===== config.mk =====
export PLATFORM = sky130hd
export DESIGN_NAME = alu_sequencer_flat
export DESIGN_NICKNAME = d
export VERILOG_FILES = /design/src/rtl/alu_sequencer_if.sv /design/src/rtl/alu_sequencer.sv /design/src/flat_wrapper.sv
export SDC_FILE = /design/constraint.sdc
export NUM_CORES = 1
export LEC_CHECK = 0
export ABC_CLOCK_PERIOD_IN_PS = 2240
export CORE_ASPECT_RATIO = 1.5
export CORE_MARGIN = 4
export CORE_UTILIZATION = 50
export CTS_BUF_LIST = sky130_fd_sc_hd__clkbuf_16
export CTS_CLUSTER_DIAMETER = 80
export CTS_CLUSTER_SIZE = 30
export DETAILED_ROUTE_END_ITERATION = 16
export PLACE_DENSITY = 0.84
export SLEW_MARGIN = 0
export SYNTH_ARGS = -nofsm -noshare
export SYNTH_HDL_FRONTEND = slang
export SYNTH_SLANG_ARGS = --single-unit

===== constraint.sdc =====
create_clock -name clk -period 2.24 [get_ports clk]
set_input_delay 0.224 -clock clk [delete_from_list [all_inputs] [get_ports clk]]
set_output_delay 0.224 -clock clk [all_outputs]
set_load 0.05 [all_outputs]

===== src/rtl/alu_sequencer_if.sv =====
// -----------------------------------------------------------------------------
// alu_sequencer_if
// Groups the two buses of alu_sequencer.
//   Instruction handshake: ins_valid/ins_ready, ins_opcode, ins_dst,
//                          ins_src_a, ins_src_b, ins_imm, ins_use_imm
//   ALU bus:               alu_opcode, alu_a, alu_b (to custom_alu)
//                          alu_result, alu_zero, alu_neg, alu_valid (from it)
// Modports:
//   slave  - the sequencer: accepts instructions, drives the ALU inputs
//   master - the environment: issues instructions and plays the ALU
// -----------------------------------------------------------------------------
interface alu_sequencer_if;
   logic        ins_valid;
   logic        ins_ready;
   logic [4:0]  ins_opcode;
   logic [2:0]  ins_dst;
   logic [2:0]  ins_src_a;
   logic [2:0]  ins_src_b;
   logic [15:0] ins_imm;
   logic        ins_use_imm;

   logic [4:0]  alu_opcode;
   logic [15:0] alu_a;
   logic [15:0] alu_b;
   logic [15:0] alu_result;
   logic        alu_zero;
   logic        alu_neg;
   logic        alu_valid;

   modport slave (
      input  ins_valid, ins_opcode, ins_dst, ins_src_a, ins_src_b,
             ins_imm, ins_use_imm,
      output ins_ready,
      output alu_opcode, alu_a, alu_b,
      input  alu_result, alu_zero, alu_neg, alu_valid
   );

   modport master (
      output ins_valid, ins_opcode, ins_dst, ins_src_a, ins_src_b,
             ins_imm, ins_use_imm,
      input  ins_ready,
      input  alu_opcode, alu_a, alu_b,
      output alu_result, alu_zero, alu_neg, alu_valid
   );
endinterface


===== src/rtl/alu_sequencer.sv =====
// -----------------------------------------------------------------------------
// alu_sequencer
// Accepts one instruction at a time, reads operands from an 8-entry register
// file, runs them through an external custom_alu and writes back the result,
// updates flags, or records an action code.  One instruction per 4 cycles:
// IDLE -> ISSUE -> CAPT -> FLAGS -> IDLE; done pulses in FLAGS, 3 cycles after
// the transfer edge.  All updates of the FLAGS cycle land on its closing edge,
// so rd_data still shows the old register value while done is high.
//
// Ports:
//   clk, rst_n     clock, asynchronous active-low reset
//   bus            alu_sequencer_if.slave: instruction handshake + ALU bus
//   err_clr        clears err_illegal and halted (a same-cycle set wins)
//   rd_addr/rd_data  combinational debug read of the register file
//   done, done_result  completion pulse and captured ALU result
//   flag_z, flag_n     flags of the last successfully completed instruction
//   action, action_strobe  last action code and its update pulse
//   err_illegal    sticky: ALU rejected an opcode (alu_valid low in CAPT)
//   halted         autostop state
//
// Build option: define ALU_SEQ_AUTOSTOP_EN to make an action result of
// ACTION_STOP halt instruction acceptance until err_clr.  Without it halted
// is tied low.
// -----------------------------------------------------------------------------
module alu_sequencer #(
   parameter int unsigned NREGS = 8
) (
   input  logic              clk,
   input  logic              rst_n,
   alu_sequencer_if.slave    bus,
   input  logic              err_clr,
   input  logic [2:0]        rd_addr,
   output logic [15:0]       rd_data,
   output logic              done,
   output logic [15:0]       done_result,
   output logic              flag_z,
   output logic              flag_n,
   output logic [15:0]       action,
   output logic              action_strobe,
   output logic              err_illegal,
   output logic              halted
);

   localparam logic [4:0] OP_NOP            = 5'h00;
   localparam logic [4:0] OP_MOV            = 5'h01;
   localparam logic [4:0] OP_LD             = 5'h02;
   localparam logic [4:0] OP_ST             = 5'h03;
   localparam logic [4:0] OP_ADD            = 5'h04;
   localparam logic [4:0] OP_SUB            = 5'h05;
   localparam logic [4:0] OP_AND            = 5'h06;
   localparam logic [4:0] OP_OR             = 5'h07;
   localparam logic [4:0] OP_NOT            = 5'h08;
   localparam logic [4:0] OP_JMP            = 5'h09;
   localparam logic [4:0] OP_OB_CHECK       = 5'h0A;
   localparam logic [4:0] OP_MOVE_LEFT      = 5'h0B;
   localparam logic [4:0] OP_MOVE_RIGHT     = 5'h0C;
   localparam logic [4:0] OP_STOP           = 5'h0D;
   localparam logic [4:0] OP_CONTINUE       = 5'h0E;
   localparam logic [4:0] OP_VELOCITY_GUARD = 5'h0F;

   typedef enum logic [1:0] {
      IDLE  = 2'd0,
      ISSUE = 2'd1,
      CAPT  = 2'd2,
      FLAGS = 2'd3
   } state_t;

   state_t      state;
   state_t      state_d;

   logic [4:0]  op_q;
   logic [2:0]  dst_q;
   logic [15:0] a_q;
   logic [15:0] b_q;
   logic        valid_q;
   logic [15:0] regs [NREGS];

   logic        ready_c;
   logic [4:0]  alu_op_c;
   logic [15:0] alu_a_c;
   logic [15:0] alu_b_c;
   logic        xfer;
   logic        is_write;
   logic        is_action;
   logic        err_set;

   assign bus.ins_ready  = ready_c;
   assign bus.alu_opcode = alu_op_c;
   assign bus.alu_a      = alu_a_c;
   assign bus.alu_b      = alu_b_c;

   assign xfer    = bus.ins_valid & ready_c;
   assign err_set = (state == FLAGS) & ~valid_q;

   // reg[0] is never written, so it reads back 0 without a special case.
   assign rd_data = regs[rd_addr];

   // Writeback / action classification of the latched opcode.
   always_comb begin
      is_write  = 1'b0;
      is_action = 1'b0;
      case (op_q)
         OP_MOV, OP_LD, OP_ADD, OP_SUB, OP_AND, OP_OR, OP_NOT:
            is_write = 1'b1;
         OP_OB_CHECK, OP_MOVE_LEFT, OP_MOVE_RIGHT, OP_STOP, OP_CONTINUE,
         OP_VELOCITY_GUARD:
            is_action = 1'b1;
         default: ;
      endcase
   end

   // Next state and per-state outputs.
   always_comb begin
      state_d       = state;
      ready_c       = 1'b0;
      alu_op_c      = OP_NOP;
      alu_a_c       = '0;
      alu_b_c       = '0;
      done          = 1'b0;
      action_strobe = 1'b0;
      case (state)
         IDLE: begin
            ready_c = ~halted;
            if (bus.ins_valid && !halted) state_d = ISSUE;
         end
         ISSUE: begin
            alu_op_c = op_q;
            alu_a_c  = a_q;
            alu_b_c  = b_q;
            state_d  = CAPT;
         end
         CAPT: begin
            state_d = FLAGS;
         end
         FLAGS: begin
            done          = 1'b1;
            action_strobe = valid_q & is_action;
            state_d       = IDLE;
         end
         default: state_d = IDLE;
      endcase
   end

   always_ff @(posedge clk or negedge rst_n) begin
      if (!rst_n) begin
         state       <= IDLE;
         op_q        <= OP_NOP;
         dst_q       <= '0;
         a_q         <= '0;
         b_q         <= '0;
         valid_q     <= 1'b0;
         done_result <= '0;
         flag_z      <= 1'b0;
         flag_n      <= 1'b0;
         action      <= '0;
         err_illegal <= 1'b0;
         regs        <= '{default: '0};
      end else begin
         state <= state_d;

         if (xfer) begin
            op_q  <= bus.ins_opcode;
            dst_q <= bus.ins_dst;
            a_q   <= regs[bus.ins_src_a];
            b_q   <= bus.ins_use_imm ? bus.ins_imm : regs[bus.ins_src_b];
         end

         if (state == CAPT) begin
            done_result <= bus.alu_result;
            valid_q     <= bus.alu_valid;
         end

         // The ALU's flags trail its result by one cycle, hence FLAGS samples them.
         if (state == FLAGS && valid_q) begin
            flag_z <= bus.alu_zero;
            flag_n <= bus.alu_neg;
            if (is_write && dst_q != 3'd0) regs[dst_q] <= done_result;
            if (is_action) action <= done_result;
         end

         if (err_set)      err_illegal <= 1'b1;
         else if (err_clr) err_illegal <= 1'b0;
      end
   end

`ifdef ALU_SEQ_AUTOSTOP_EN
   localparam logic [15:0] ACTION_STOP = 16'h0003;

   logic halt_set;
   logic halted_q;

   assign halt_set = (state == FLAGS) & valid_q & is_action &
                     (done_result == ACTION_STOP);

   always_ff @(posedge clk or negedge rst_n) begin
      if (!rst_n)        halted_q <= 1'b0;
      else if (halt_set) halted_q <= 1'b1;
      else if (err_clr)  halted_q <= 1'b0;
   end

   assign halted = halted_q;
`else
   assign halted = 1'b0;
`endif

endmodule


===== src/flat_wrapper.sv =====
// flat-port wrapper written by rule: the top's interface ports become plain ports
module alu_sequencer_flat 
#(
   parameter int unsigned NREGS = 8
)
  (clk, rst_n, err_clr, rd_addr, rd_data, done, done_result, flag_z, flag_n, action, action_strobe, err_illegal, halted, bus_ins_valid, bus_ins_opcode, bus_ins_dst, bus_ins_src_a, bus_ins_src_b, bus_ins_imm, bus_ins_use_imm, bus_ins_ready, bus_alu_opcode, bus_alu_a, bus_alu_b, bus_alu_result, bus_alu_zero, bus_alu_neg, bus_alu_valid);
  alu_sequencer_if bus_i ();
  input  logic clk;
  input  logic rst_n;
  input  logic err_clr;
  input  logic [2:0] rd_addr;
  output logic [15:0] rd_data;
  output logic done;
  output logic [15:0] done_result;
  output logic flag_z;
  output logic flag_n;
  output logic [15:0] action;
  output logic action_strobe;
  output logic err_illegal;
  output logic halted;
  input wire logic [$bits(bus_i.ins_valid)-1:0] bus_ins_valid;
  input wire logic [$bits(bus_i.ins_opcode)-1:0] bus_ins_opcode;
  input wire logic [$bits(bus_i.ins_dst)-1:0] bus_ins_dst;
  input wire logic [$bits(bus_i.ins_src_a)-1:0] bus_ins_src_a;
  input wire logic [$bits(bus_i.ins_src_b)-1:0] bus_ins_src_b;
  input wire logic [$bits(bus_i.ins_imm)-1:0] bus_ins_imm;
  input wire logic [$bits(bus_i.ins_use_imm)-1:0] bus_ins_use_imm;
  output wire logic [$bits(bus_i.ins_ready)-1:0] bus_ins_ready;
  output wire logic [$bits(bus_i.alu_opcode)-1:0] bus_alu_opcode;
  output wire logic [$bits(bus_i.alu_a)-1:0] bus_alu_a;
  output wire logic [$bits(bus_i.alu_b)-1:0] bus_alu_b;
  input wire logic [$bits(bus_i.alu_result)-1:0] bus_alu_result;
  input wire logic [$bits(bus_i.alu_zero)-1:0] bus_alu_zero;
  input wire logic [$bits(bus_i.alu_neg)-1:0] bus_alu_neg;
  input wire logic [$bits(bus_i.alu_valid)-1:0] bus_alu_valid;
  assign bus_i.ins_valid = bus_ins_valid;
  assign bus_i.ins_opcode = bus_ins_opcode;
  assign bus_i.ins_dst = bus_ins_dst;
  assign bus_i.ins_src_a = bus_ins_src_a;
  assign bus_i.ins_src_b = bus_ins_src_b;
  assign bus_i.ins_imm = bus_ins_imm;
  assign bus_i.ins_use_imm = bus_ins_use_imm;
  assign bus_ins_ready = bus_i.ins_ready;
  assign bus_alu_opcode = bus_i.alu_opcode;
  assign bus_alu_a = bus_i.alu_a;
  assign bus_alu_b = bus_i.alu_b;
  assign bus_i.alu_result = bus_alu_result;
  assign bus_i.alu_zero = bus_alu_zero;
  assign bus_i.alu_neg = bus_alu_neg;
  assign bus_i.alu_valid = bus_alu_valid;
  alu_sequencer #(.NREGS(NREGS)) u_core (.clk(clk), .rst_n(rst_n), .bus(bus_i), .err_clr(err_clr), .rd_addr(rd_addr), .rd_data(rd_data), .done(done), .done_result(done_result), .flag_z(flag_z), .flag_n(flag_n), .action(action), .action_strobe(action_strobe), .err_illegal(err_illegal), .halted(halted));
endmodule

==> out/summary.txt, run 1 <==
status: finished clean
RSZ-0062 raised after global routing: no
chip height: 191 µm
HP Class: input port to asynchronous set/reset pin
Clock transition at path regs: 0.11 ns
Pleak: 0.00634 µW
period utilisation layout: 96.7%
most frequent cell after synthesis: dfrtp_1
Worst-Skew Late Latency: 0.47 ns
CP Class: register to primary output
CP required: 2.02 ns
fillers: 1,615
sequential area share after synthesis: 46.2%
DR WL/cell: 23.3 µm
worst-path fanout max: 10
Worst Path Buf+Inv: 1
Max IR drop VDD: 0.722 mV
Synth top cells by count: dfrtp_1 (206), mux2_2 (152), mux2i_1 (110), nand2_1 (56), clkbuf_1 (46)
Slowest-stage cell, CP: clkdlybuf4s50_1
slowest stage delay, CP: 0.88 ns
vias in the first global route: 8,731
FFs w/ async S/R, synth: 100%
CP Cell Sequence: clkdlybuf4s50_1
Multi-input gate area: 5640 µm²
Root Buffer: clkbuf_16
Vias/cell: 6.19
layout cell share with drive strength beyond 1: 34.2%
Inserted Diodes: 0
I/O Pins: 149
DR iter-0 viols: 580
Sinks on Clock Net: 206
Tmin final: 2.17 ns
via count: 8,101
Die ar.: 24,800 µm²
synth top area cells: dfrtp_1 (46%), mux2_2 (15%), mux2i_1 (9.9%), mux4_2 (6.5%), mux2_4 (2.7%)
Area growth syn-to-layout: 24.6%
MaxCap Viol Count: 0
Worst Skew: 0.0130 ns
Synth Flop Type: dfrtp_1
Syn. warnings: 0
Site Rows: 66
Num CTS Buffers: 11
Yosys top cell by area: dfrtp_1
CTS tree: done
Remaining DRCs: 0
Setup-failing EPs final: 0
CTS Buffer Depth: 3
syn_nets: 950
ANT nets after route: 0
final slew viol count: 0
final wirelength: 30,500 µm
grt ovf: 0
relative slew slack: 55.1%
share of the synthesized area in the top cell type: 46.2%
core area: 21,800 µm²
Fmax: 0.462 GHz
Netlist Area Pre-Place: 11,200 µm²
largest net degree at the start of global routing: 98
detailed placement HPWL: 20,800 µm
IO buf count: 147
Yosys cell types: 41
Reg area: 5160 µm²
Avg Synthesized Cell Area: 12.6 µm²
crit start category: register
Worst Tran Pin Value: 0.674 ns
Yosys reg bits: 206
chip width: 130 µm
placed cells: 1,290
number of flops mapped to enable cells by yosys: 0
Initial Util: 51.2%
Crit path max-delay family: buffers and inverters
Power Density: 1190 nW/µm²
Total Routing Usage GR: 24.9%
CP endpoint kind: primary output
Final #Nets: 1,093
final count of hold timing violations: 0
gp weighted congestion: 0.820
global-route wire length before repair: 48,000 µm
DRT met1 WL: 11,600 µm
metal2 WL: 15,700 µm
Worst EP arrival: 1.94 ns
Mapped Cells: 889
TNS Setup: 0 ns
final cell count without fillers: 1,308
Top Layer Used: met4
initial antenna violation count: 0
DR WL met3: 1740 µm
H-tree Lvls: 1
DRT Pass-1 Iters: 5
stage by stage:
step	cell area (µm²)	utilization [%]	power, µW	hold WS [ns]	setup slack (ns)
2_1_floorplan	11200	-	11100	-0.0716	0.0103
3_3_place_gp	13600	62.2	14100	0.0822	0.0192
3_5_place_dp	13600	62.2	14400	0.0850	-0.0148
4_1_cts	13900	63.8	16600	0.131	0.0455
5_1_grt	13900	63.8	17300	0.149	0.00863
6_report	13900	63.8	16500	0.134	0.0733
flip-flops by register name, summed over array words and instances, names as in the netlist, 2 cells and up:
signal and cells:
u_core.a_q 16, u_core.action 16, u_core.b_q 16, u_core.done_result 16, u_core.dst_q 3, u_core.op_q 5
u_core.regs 128, u_core.state 2
repair_timing:
action                     4_1_cts  5_1_grt
hold buffers                     1        0
hold endpoints to repair       117        0
buffers inserted                 0        0
setup endpoints to repair        0       93
gates resized for setup          0        2
cell type report:
cell class,count,share of cell area [%]
clock buffers,11,1.98
well taps,272,2.45
clock inverters,6,0.342
inverters,6,0.162
multi-input cells,599,40.5
repair buffers,208,17.4
flip-flops and latches,206,37.1
power breakdown:
group	internal, µW	switching [µW]
clock network	933	1260
registers	4970	1440
logic	3560	4360
total	9460	7060
cells in the final DEF, fill, tap and decap left out, types with 20 or more instances in the layout:
| cell type | count |
|---|---|
| dfrtp_1 | 205 |
| mux2_2 | 152 |
| mux2i_1 | 110 |
| clkdlybuf4s50_1 | 88 |
| buf_4 | 66 |
| nand2_1 | 56 |
| buf_12 | 51 |
| and2_1 | 40 |
| mux4_2 | 32 |
| a22oi_1 | 32 |
| o22ai_1 | 27 |
| mux2_4 | 20 |
path summary, 6_finish.rpt:
check	from	slack, ns	endpoint	cells after the start
setup / recovery	u_core.done_result[13]	0.07	done_result[13]	1
hold / removal	rst_n	0.13	u_core.action[15]	2
setup reg to reg	u_core.state[0]	0.11	u_core.regs[111]	6
hold reg to reg	u_core.regs[125]	0.44	u_core.regs[125]	0
max in group asynchronous	rst_n	1.20	u_core.flag_n	3
min in group clk	bus_ins_opcode[2]	0.28	u_core.op_q[2]	3
layer usage:
layer / up-vias / track usage, %
li1: 3554 / -
met1: 4094 / 31.0
met2: 368 / 42.5
met3: 85 / 3.33
met4: 0 / 12.1
met5: - / 0
kinds of logic after synthesis:
kind of cell             synth area share (%)
AO/OA/AOI/OAI                            7.13
adder cells (fa/ha/maj)                 0.448
buffers and inverters                    3.52
flip-flops                               46.2
multiplexers                             34.7
other                                  0.0336
AND/OR/NAND/NOR                          8.02
Note: power is estimated with default switching activity, not from simulation.
==> run 2: changes to the inputs <==
CAP_MARGIN = 20   (was default)
==> results of run 2 <==
Final layout, timing and power as in run 1 (identical DEF).
==> run 3: changes to the inputs <==
CORE_UTILIZATION = 42   (was 50)
PLACE_DENSITY = 0.74   (was 0.84)
==> run 3 against run 2 <==
Compared with the run above: non-clock buffer count grew 4; die area grew 18%; critical endpoint is now u_core.regs[64]; via count shrank 0.75%; critical path depth grew 5; final area grew 0.98%; worst hold slack gained 0.11 ns; clock power is essentially flat; largest power group unchanged; worst setup slack lost 0.028 ns; highest routed layer unchanged; count of clock-buffer cells in the layout is the same; sequential share of layout area shrank 0.36 points; maximum frequency shrank 1.3%.
==> out/summary.txt, run 3 (synthesis results as in run 1) <==
Num CTS Buffers: 11 (unchanged)
status: finished clean (unchanged)
Pleak: 0.00637 µW (was 0.00634 µW)
commonest non-fill, non-tap cell in the layout: dfrtp_1 (unchanged)
relative slew slack: 57.2% (was 55.1%)
Worst Tran Pin Value: 0.642 ns (was 0.674 ns)
Tmin final: 2.19 ns (was 2.17 ns)
Power Density: 1170 nW/µm² (was 1190 nW/µm²)
Worst Skew: 0.0307 ns (was 0.0130 ns)
Sinks on Clock Net: 206 (unchanged)
Core Util, Final: 53.9% (was 63.8%)
R2R depth: 6 (unchanged)
launching point of the worst reg2reg path: u_core.state[1] (was u_core.state[0])
period utilisation layout: 98.0% (was 96.7%)
MaxCap Viol Count: 0 (unchanged)
final wirelength: 31,400 µm (was 30,500 µm)
CP required: 2.60 ns (was 2.02 ns)
largest net degree at the start of global routing: 81 (was 98)
CP endpoint kind: register (was primary output)
DR iter-0 viols: 694 (was 580)
Clock transition at path regs: 0.12 ns (was 0.11 ns)
Total Routing Usage GR: 21.1% (was 24.9%)
Slowest-stage cell, CP: or4b_4 (was clkdlybuf4s50_1)
final count of hold timing violations: 0 (unchanged)
Post-Place Setup Slack: -0.0525 ns (was -0.0148 ns)
P_sw: 7000 µW (was 7060 µW)
chip height: 208 µm (was 191 µm)
global-route wire length before repair: 48,800 µm (was 48,000 µm)
Vias/cell: 5.87 (was 6.19)
Fmax: 0.456 GHz (was 0.462 GHz)
vias in the first global route: 8,550 (was 8,731)
CTS Buffer Depth: 3 (unchanged)
internal power: 9470 µW (was 9460 µW)
Total Power: 16,500 µW (about the same)
slowest stage delay, CP: 0.54 ns (was 0.88 ns)
part of the power in registers: 38.8% (about the same)
Final #Nets: 1,097 (was 1,093)
final slew viol count: 0 (unchanged)
DRT Pass-1 Iters: 5 (unchanged)
layout cell share with drive strength beyond 1: 34.3% (was 34.2%)
chip width: 141 µm (was 130 µm)
Crit path max-delay family: simple AND/OR/NAND/NOR gates (was buffers and inverters)
detailed placement HPWL: 21,500 µm (was 20,800 µm)
Die ar.: 29,300 µm² (was 24,800 µm²)
Remaining DRCs: 0 (unchanged)
slack of the critical path: 0.0456 ns (was 0.0733 ns)
Initial Util: 42.9% (was 51.2%)
RSZ-0062 raised after global routing: no (unchanged)
gp weighted congestion: 0.814 (was 0.820)
ANT nets after route: 0 (unchanged)
crit start category: register (unchanged)
FF-to-FF End: u_core.regs[64] (was u_core.regs[111])
Multi-input gate area: 5640 µm² (about the same)
grt ovf: 0 (unchanged)
Clock power frac: 13.1% (was 13.3%)
Inserted Diodes: 0 (unchanged)
max FFs per register: 128 (unchanged)
IO buf count: 147 (unchanged)
via count: 8,040 (was 8,101)
Largest Register: u_core.regs (unchanged)
CTS tree: done (unchanged)
TNS Setup: 0 ns (unchanged)
Comb pwr share: 48.1% (was 47.9%)
Max IR drop VDD: 0.825 mV (was 0.722 mV)
Post-CTS Setup Inserts: 0 (unchanged)
Worst EP arrival: 2.56 ns (was 1.94 ns)
worst-path fanout max: 8 (was 10)
Reg area: 5160 µm² (unchanged)
most frequent cells in the layout: dfrtp_1 (205), mux2_2 (152), mux2i_1 (110), clkdlybuf4s50_1 (88), buf_4 (65) (was dfrtp_1 (205), mux2_2 (152), mux2i_1 (110), clkdlybuf4s50_1 (88), buf_4 (66))
Worst Path Buf+Inv: 1 (unchanged)
initial antenna violation count: 0 (unchanged)
Root Buffer: clkbuf_16 (unchanged)
HP Class: input port to asynchronous set/reset pin (unchanged)
CP Class: register to register (was register to primary output)
CP Cell Sequence: ha_4 > nand2_2 > or4b_4 > a211oi_4 > buf_4 > mux2_2 (was clkdlybuf4s50_1)
I/O Pins: 149 (unchanged)
DR WL/cell: 22.9 µm (was 23.3 µm)
flop2flop setup slack: 0.05 ns (was 0.11 ns)
Site Rows: 72 (was 66)
switching share of power: 42.5% (was 42.7%)
core area: 26,000 µm² (was 21,800 µm²)
hold slack final: 0.239 ns (was 0.134 ns)
Worst-Skew Late Latency: 0.48 ns (was 0.47 ns)
fillers: 2,155 (was 1,615)
Setup-failing EPs final: 0 (unchanged)
H-tree Lvls: 1 (unchanged)
Area growth syn-to-layout: 25.8% (was 24.6%)
[run 3: what timing repair did]
item                                    4_1_cts  5_1_grt
endpoints found under the setup margin        1       23
hold endpoints to repair                     41        0
gates resized for setup                       1        3
hold buffers                                  1        0
[run 3: worst max path at each step]
stage                                      start               end  cells past startpoint
final                            u_core.state[1]   u_core.regs[64]                      6
after global routing      u_core.done_result[14]   done_result[14]                      1
after detailed placement        bus_ins_src_b[2]     u_core.b_q[3]                      6
after global placement          bus_ins_src_b[1]     u_core.b_q[3]                      6
after CTS                        u_core.state[0]   u_core.regs[68]                      6
after floorplan                  u_core.state[0]  u_core.regs[101]                      6
[run 3: final cells by class]
| type | count | area share (%) |
|---|---|---|
| inverter | 6 | 0.160 |
| clock buffer | 11 | 1.96 |
| clock inverter | 3 | 0.223 |
| timing repair buffer | 212 | 17.8 |
| tap | 333 | 2.97 |
| multi-input combinational | 599 | 40.2 |
| sequential | 206 | 36.7 |
[run 3: power by group through the flow]
stage          Sequential [µW]  Clock [µW]  Combinational, µW
6_report                  6390        2160               7920
5_1_grt                   6580        2380               8390
4_1_cts                   6360        2250               7990
3_5_place_dp              6440           0               7960
3_3_place_gp              6360           0               7840
2_1_floorplan             7040           0               4080
[run 3: worst reg2reg max path: cells and delay by family (launching register included)]
| family | cells | cell delay, ns |
|---|---|---|
| adder cells (fa/ha/maj) | 1 | 0.20 |
| AND/OR/NAND/NOR | 2 | 0.63 |
| AO/OA/AOI/OAI | 1 | 0.20 |
| multiplexers | 1 | 0.36 |
| buffers and inverters | 1 | 0.24 |
| flip-flops | 1 | 0.45 |
[run 3: stage by stage]
stage                     instance area [µm²]  cells
after global placement                  13700   1354
final                                   14000   1370
after detailed placement                13700   1354
after CTS                               14000   1369
after floorplan                         11200    889
after global routing                    14000   1370
[run 3: per-layer routing]
layer / GRT usage, % / up-vias / part of all wire (%) / wire length, µm
met4: 9.09 / 0 / 4.6 / 1450
met2: 36.3 / 292 / 51 / 16000
met1: 26.5 / 4123 / 39 / 12400
met5: 0 / - / 0 / 0
li1: - / 3546 / - / -
met3: 2.49 / 79 / 5.1 / 1590
